===== src/rtl/uart_rx_oversampled.sv =====
// uart_rx_oversampled: oversampled UART receiver with valid/ack byte register; UART_RX_PARITY_EN adds an even-parity bit
module uart_rx_oversampled #(
  parameter int DATA_BITS     = 8,
  parameter int OVERSAMPLE    = 16,
  parameter int CLKS_PER_TICK = 27
) (
  input  logic                 fast_clock,
  input  logic                 rst,
  input  logic                 rx_serial,
  input  logic                 rx_ack,
  output logic [DATA_BITS-1:0] rx_data,
  output logic                 rx_valid,
  output logic                 frame_err,
  output logic                 overrun_err
`ifdef UART_RX_PARITY_EN
  ,
  output logic                 parity_err
`endif
);
  localparam int CW = CLKS_PER_TICK > 1 ? $clog2(CLKS_PER_TICK) : 1;
  localparam int TW = $clog2(OVERSAMPLE);
  localparam int BW = $clog2(DATA_BITS);
`ifdef UART_RX_PARITY_EN
  typedef enum logic [2:0] {IDLE, START, DATA, PARITY, STOP} state_t;
`else
  typedef enum logic [2:0] {IDLE, START, DATA, STOP} state_t;
`endif
  state_t state, state_nx;
  logic sync1, rxs, prev;
  logic [CW-1:0] ccnt;
  logic [TW-1:0] tcnt;
  logic [BW-1:0] bcnt;
  logic [DATA_BITS-1:0] shift;
  logic tick, half, full, last, stop_smp, perr, load;
`ifdef UART_RX_PARITY_EN
  logic pbit;
  assign perr = pbit ^ (^shift);
`else
  assign perr = 1'b0;
`endif
  // next state and per-cycle strobes; tick phase is set by the start edge
  always_comb begin
    tick = ccnt == CW'(CLKS_PER_TICK - 1);
    half = tick && tcnt == TW'(OVERSAMPLE / 2 - 1);
    full = tick && tcnt == TW'(OVERSAMPLE - 1);
    last = bcnt == BW'(DATA_BITS - 1);
    state_nx = state;
    case (state)
      IDLE:    state_nx = prev && !rxs ? START : IDLE;
      START:   state_nx = !half ? START : rxs ? IDLE : DATA;
`ifdef UART_RX_PARITY_EN
      DATA:    state_nx = full && last ? PARITY : DATA;
      PARITY:  state_nx = full ? STOP : PARITY;
`else
      DATA:    state_nx = full && last ? STOP : DATA;
`endif
      STOP:    state_nx = full ? IDLE : STOP;
      default: state_nx = IDLE;
    endcase
    stop_smp = state == STOP && full;
    load = stop_smp && rxs && !perr && (!rx_valid || rx_ack);
  end
  // two-flop synchronizer plus edge-history register, idle-high at reset
  always_ff @(posedge fast_clock or negedge rst)
    if (!rst) {sync1, rxs, prev} <= 3'b111;
    else {sync1, rxs, prev} <= {rx_serial, sync1, rxs};
  // state register
  always_ff @(posedge fast_clock or negedge rst)
    if (!rst) state <= IDLE;
    else state <= state_nx;
  // prescaler, tick and bit counters, LSB-first shift register
  always_ff @(posedge fast_clock or negedge rst)
    if (!rst) begin
      ccnt <= '0;
      tcnt <= '0;
      bcnt <= '0;
      shift <= '0;
    end else begin
      ccnt <= state == IDLE || tick ? '0 : ccnt + 1'b1;
      tcnt <= state == IDLE || (state == START && half) || full ? '0 : tick ? tcnt + 1'b1 : tcnt;
      bcnt <= state == IDLE ? '0 : state == DATA && full ? bcnt + 1'b1 : bcnt;
      if (state == DATA && full) shift <= {rxs, shift[DATA_BITS-1:1]};
    end
`ifdef UART_RX_PARITY_EN
  // captured parity bit and its one-cycle mismatch pulse at the stop sample
  always_ff @(posedge fast_clock or negedge rst)
    if (!rst) begin
      pbit <= 1'b0;
      parity_err <= 1'b0;
    end else begin
      if (state == PARITY && full) pbit <= rxs;
      parity_err <= stop_smp && perr;
    end
`endif
  // holding register with valid/ack handshake and error pulses
  always_ff @(posedge fast_clock or negedge rst)
    if (!rst) begin
      rx_data <= '0;
      rx_valid <= 1'b0;
      frame_err <= 1'b0;
      overrun_err <= 1'b0;
    end else begin
      if (load) rx_data <= shift;
      rx_valid <= load || (rx_valid && !rx_ack);
      frame_err <= stop_smp && !rxs;
      overrun_err <= stop_smp && rxs && !perr && rx_valid && !rx_ack;
    end
endmodule


===== config.mk =====
export PLATFORM = sky130hd
export DESIGN_NAME = uart_rx_oversampled
export DESIGN_NICKNAME = d
export VERILOG_FILES = /design/src/rtl/uart_rx_oversampled.sv
export SDC_FILE = /design/constraint.sdc
export NUM_CORES = 1
export LEC_CHECK = 0
export CAP_MARGIN = 20
export CORE_ASPECT_RATIO = 0.9
export CORE_MARGIN = 1.5
export CORE_UTILIZATION = 56
export CTS_CLUSTER_DIAMETER = 30
export DETAILED_ROUTE_END_ITERATION = 10
export PLACE_DENSITY = 0.81
export SETUP_SLACK_MARGIN = 0.15
export SLEW_MARGIN = 20
export SYNTH_ARGS = -nofsm -noshare
export SYNTH_HDL_FRONTEND = slang
export SYNTH_SLANG_ARGS = --single-unit

===== constraint.sdc =====
create_clock -name fast_clock -period 2.3 [get_ports fast_clock]
set_input_delay 0.23 -clock fast_clock [delete_from_list [all_inputs] [get_ports fast_clock]]
set_output_delay 0.23 -clock fast_clock [all_outputs]
set_load 0.01 [all_outputs]

Word level (Yosys, flattened, before mapping)

Index checks and enable logic that the tools add are counted.

Mux-type cells: 11
Add/subtract/negate cells: 3
Equal/unequal tests: 7
Reductions and logical operators: 24

Operator list:

| kind                                          | count |
|---|---|
| logical AND 1 bit                             | 13 |
| 2-to-1 mux 4 bit                              | 2 |
| case mux 2 bit (4 select lines)               | 1 |
| 2-to-1 mux 2 bit                              | 3 |
| 2-to-1 mux 3 bit                              | 2 |
| adder 5 x 1 -> 5 bit, second input constant   | 1 |
| == test 5 bit, second input constant          | 1 |
| logical OR 1 bit                              | 5 |
| 2-to-1 mux 5 bit                              | 1 |
| adder 4 x 1 -> 4 bit, second input constant   | 1 |
| == test 2 bit, second input constant          | 2 |
| == test 4 x 3 -> 1 bit, second input constant | 1 |
| == test 4 bit, second input constant          | 1 |
| nonzero test 2 bit                            | 2 |
| adder 3 x 1 -> 3 bit, second input constant   | 1 |
| == test 3 bit, second input constant          | 1 |
| logical NOT 1 bit                             | 3 |
| logical NOT 3 bit                             | 1 |
| == test 2 x 1 -> 1 bit, second input constant | 1 |
| 2-to-1 mux 1 bit                              | 2 |

Logic and storage cells: 57
Output and inout bits: 11
Register bits: 36

Longest topological paths before layout

Word-level depth: 6
Mapped depth: 6

Worst setup path before layout

OpenSTA, ideal clock, no wires.

Kind: reg-to-reg
From: register ccnt[0]
To: register rx_data[0]
Path buffers: 1
Arrival: 1.758 ns
Slack: 0.416 ns
Cell stages (with the launch flop): 7
Required time: 2.175 ns
Cells stage by stage: dfrtp_1 > inv_1 > ha_1 > nand4b_4 > or4b_1 > buf_6 > mux2_4

Longest elaborated chain between the ends: 5

RTL lines:

| what                           | line | source |
|---|---|---|
| start: declaration             | 30   | `logic [CW-1:0] ccnt;` |
| start signal: assignment       | 79   | `ccnt <= state == IDLE \|\| tick ? '0 : ccnt + 1'b1;` |
| == test 5 bit                  | 43   | `tick = ccnt == CW'(CLKS_PER_TICK - 1);` |
| logical AND 1 bit              | 45   | `full = tick && tcnt == TW'(OVERSAMPLE - 1);` |
| logical AND 1 bit              | 60   | `stop_smp = state == STOP && full;` |
| logical AND 1 bit (2 in a row) | 61   | `load = stop_smp && rxs && !perr && (!rx_valid \|\| rx_ack);` |
| end signal: assignment         | 103  | `if (load) rx_data <= shift;` |
| end: declaration               | 11   | `output logic [DATA_BITS-1:0] rx_data,` |

No other way between the ends.
A chain may end at the register's enable or synchronous reset.

Worst setup path after layout

From: register ccnt[0]
To: register shift[5]

Longest elaborated chain between the ends: 3

RTL lines:

| what                   | line | source |
|---|---|---|
| == test 5 bit          | 43   |  |
| logical AND 1 bit      | 45   |  |
| logical AND 1 bit      | 82   | `if (state == DATA && full) shift <= {rxs, shift[DATA_BITS-1:1]};` |
| end signal: assignment | 82   |  |
| end: declaration       | 33   | `logic [DATA_BITS-1:0] shift;` |

No other way between the ends.

==> key figures <==
Timing
  • Achievable Freq: 515 MHz
  • Minimum clock period: 1.94 ns
  • Final setup violation count: 0
  • Final worst path period share: 0.844
  • Skew final: 0.0178 ns
  • Minimum hold slack: 0.266 ns
  • Rel. slew slack: 0.596
  • Slew Limit Fails: 0
  • Slew at the pin closest to its max-slew limit: 0.600 ns
  • Unrepaired setup endpoints after global routing: no
  • Setup TNS: 0 ns
  • Final hold vios: 0

Die
  • # rows: 18
  • Chip Height: 54.7 µm
  • Core area: 0.00279 mm²
  • Effective utilization at floorplan: 0.596
  • Die area: 0.00331 mm²
  • Die X: 60.5 µm
  • Num ports: 15

Clock network
  • CTS Buf Count: 5
  • CTS tree: yes
  • Later-pin clock latency in the skew report: 0.35 ns
  • Htree depth: 2
  • CTS root buffer: clkbuf_4
  • TritonCTS Sinks: 36
  • Postcts setup bufs: 0
  • CTS Hold Buffers Added: 0
  • Clock transition at path regs: 0.12 ns
  • Clock Path Buffers: 2
  • Post-CTS Resized: 0

Final layout
  • Layout area overhead: 15.4%
  • Sequential cell area: 905 µm²
  • Fillers: 220
  • Ant diodes: 0
  • Nets@finish: 162
  • Final Util: 0.688
  • Layout cells sized above 1: 0.247
  • Final instance area: 0.00192 mm²
  • Multi-input gate area: 711 µm²

Placed design
  • Post-DP HPWL: 2150 µm
  • Port Buffers: 14
  • GPL Wtd Cong: 0.778
  • Placed cell area: 0.00186 mm²

Critical path
  • R2r setup slk: 0.36 ns
  • Worst Path Max Fanout: 12
  • Crit end category: register
  • RR Endpoint: shift[5]
  • Type of origin of the critical path: register
  • Reg2reg path depth: 7
  • Crit Reg-Reg Startpoint: ccnt[0]
  • Crit Path Category: register to register
  • Worst EP arrival: 2.17 ns
  • Worst Path Required: 2.53 ns

Pwr
  • Leakage: 0.000943 µW
  • Worst vdd ir: 0.615 mV
  • Clock power frac: 0.251
  • Sequential power share: 0.580
  • Comb pwr share: 0.169
  • Internal cell power: 921 µW
  • Pwr Density: 694 mW/mm²
  • Tot Pwr: 1330 µW
  • Switching Power: 413 µW
  • Net Sw Frac: 0.309

Status
  • Outcome: completed

Global route
  • Initial antenna violation count: 0
  • GR Layer Usage met1: 0.279
  • Largest net degree at the start of global routing: 37
  • Gr busiest metal: met2
  • Met3 usage: 0.0567
  • Gr usage total: 0.212
  • First-pass GRT wire length: 4900 µm
  • Remaining global-route overflow: 0
  • GR Util met2: 0.321
  • Number of global-route vias before repair: 1,056

Synthesis
  • Mapped Cells: 134
  • Synth cell count leaders: dfrtp_1 (33), a21oi_1 (9), mux2_2 (8), mux2_4 (8), nor2_1 (8)
  • Synth Register Bits: 36
  • Yosys warnings: 0
  • Top_reg_cell synth: dfrtp_1
  • Synth unique cells: 37
  • Post-Syn Nets: 143
  • EDFF count, synth: 0
  • Syn Std Cell Area: 0.00167 mm²
  • Top-area cell type share of the netlist area: 0.496
  • Yosys top cell by area: dfrtp_1
  • Seq/Total Area, Yosys: 0.543
  • Area contributors post-synth: dfrtp_1 (50%), mux2_4 (7.2%), mux2_2 (5.4%)
  • Syn avg cell area: 12.4 µm²
  • Asr flop ratio synth: 1.00
  • Count leader, synth: dfrtp_1

Drt
  • Antenna Nets Post-Route: 0
  • Drc violations: 0
  • Drt wl/cell: 15.6 µm
  • Vias: 1,094
  • Vias per cell: 5.64
  • Wirelength, routed: 3030 µm
  • First-pass DRT Iterations: 4
  • DRT iter0 DRCs: 66

Flow run
  • Maxcap violations: 0

Hold path
  • Worst Hold Class: input port to asynchronous set/reset pin
-- layout make-up --
| type | count | share of cell area |
|---|---|---|
| Sequential cell | 36 | 0.471 |
| Inverter | 2 | 0.00391 |
| Clock inverter | 3 | 0.00977 |
| Clock buffer | 5 | 0.0195 |
| Multi-Input combinational cell | 87 | 0.370 |
| Timing Repair Buffer | 21 | 0.100 |
| Tap cell | 40 | 0.0260 |
-- registers in the layout (all words and copies together) (netlist names) --
register     flops
rxs              1
prev             1
shift            8
bcnt             3
frame_err        1
ccnt             5
tcnt             4
rx_data          8
sync1            1
rx_valid         1
state            2
overrun_err      1
-- worst max path at each step --
| stage | start | endpoint | slack [ns] | cells after the start |
|---|---|---|---|---|
| 2_1_floorplan | ccnt[0] | rx_data[0] | 0.42 | 6 |
| 5_1_grt | ccnt[0] | shift[5] | 0.28 | 7 |
| 6_report | ccnt[0] | shift[5] | 0.36 | 7 |
| 3_3_place_gp | ccnt[0] | rx_data[2] | 0.26 | 5 |
| 3_5_place_dp | ccnt[0] | rx_data[2] | 0.19 | 5 |
| 4_1_cts | ccnt[0] | rx_data[4] | 0.19 | 5 |
-- per-layer routing --
metal | wire (µm) | up-vias
met5 | 0 | -
met4 | 76 | 0
met3 | 113 | 10
met2 | 1420 | 25
met1 | 1410 | 545
li1 | - | 514
-- worst max-delay path: stages (launching register included) --
cell and delay, ns:
dfrtp_1 0.42, inv_1 0.07, ha_1 0.20, nand4b_4 0.12, buf_4 0.20, nor4b_4 0.25, buf_4 0.21, mux2_2 0.35
-- cells in the final DEF, fill, tap and decap left out, types with 3 or more instances in the layout --
master,synthesis,layout
a21oi_1,9,9
buf_4,0,7
clkbuf_4,0,5
clkdlybuf4s50_1,0,14
dfrtp_1,33,33
dfstp_2,3,3
ha_1,5,5
mux2_2,8,8
mux2_4,8,8
nand2_1,5,5
nand3_1,6,6
nor2_1,8,8
nor3_1,3,3
o21ai_0,5,5
xor2_1,3,3
-- cells by family (layout without fill, tap and decap cells) --
kind of cell,after synthesis,in the layout,synth area share
xor gates and xnor gates,5,5,0.0263
DFF,36,36,0.543
adders and majority gates,5,5,0.0376
muxes,17,17,0.132
AOI/OAI and AO/OA,20,20,0.0729
buffers and inverters,11,31,0.0323
and+or+nand+nor,40,40,0.156
-- power groups by stage --
stage          registers [µW]  clock network [µW]  logic [µW]
2_1_floorplan             768                   0         163
3_3_place_gp              778                   0         207
3_5_place_dp              784                   0         225
4_1_cts                   773                 345         226
5_1_grt                   787                 371         258
6_report                  774                 335         226
-- stage by stage --
| stage | std cells | setup WS [ns] |
|---|---|---|
| after floorplan | 134 | 0.416 |
| after global placement | 186 | 0.264 |
| after detailed placement | 186 | 0.195 |
| after CTS | 194 | 0.194 |
| after global routing | 194 | 0.277 |
| final | 194 | 0.360 |
No activity file was read; power rests on OpenSTA's default activity.
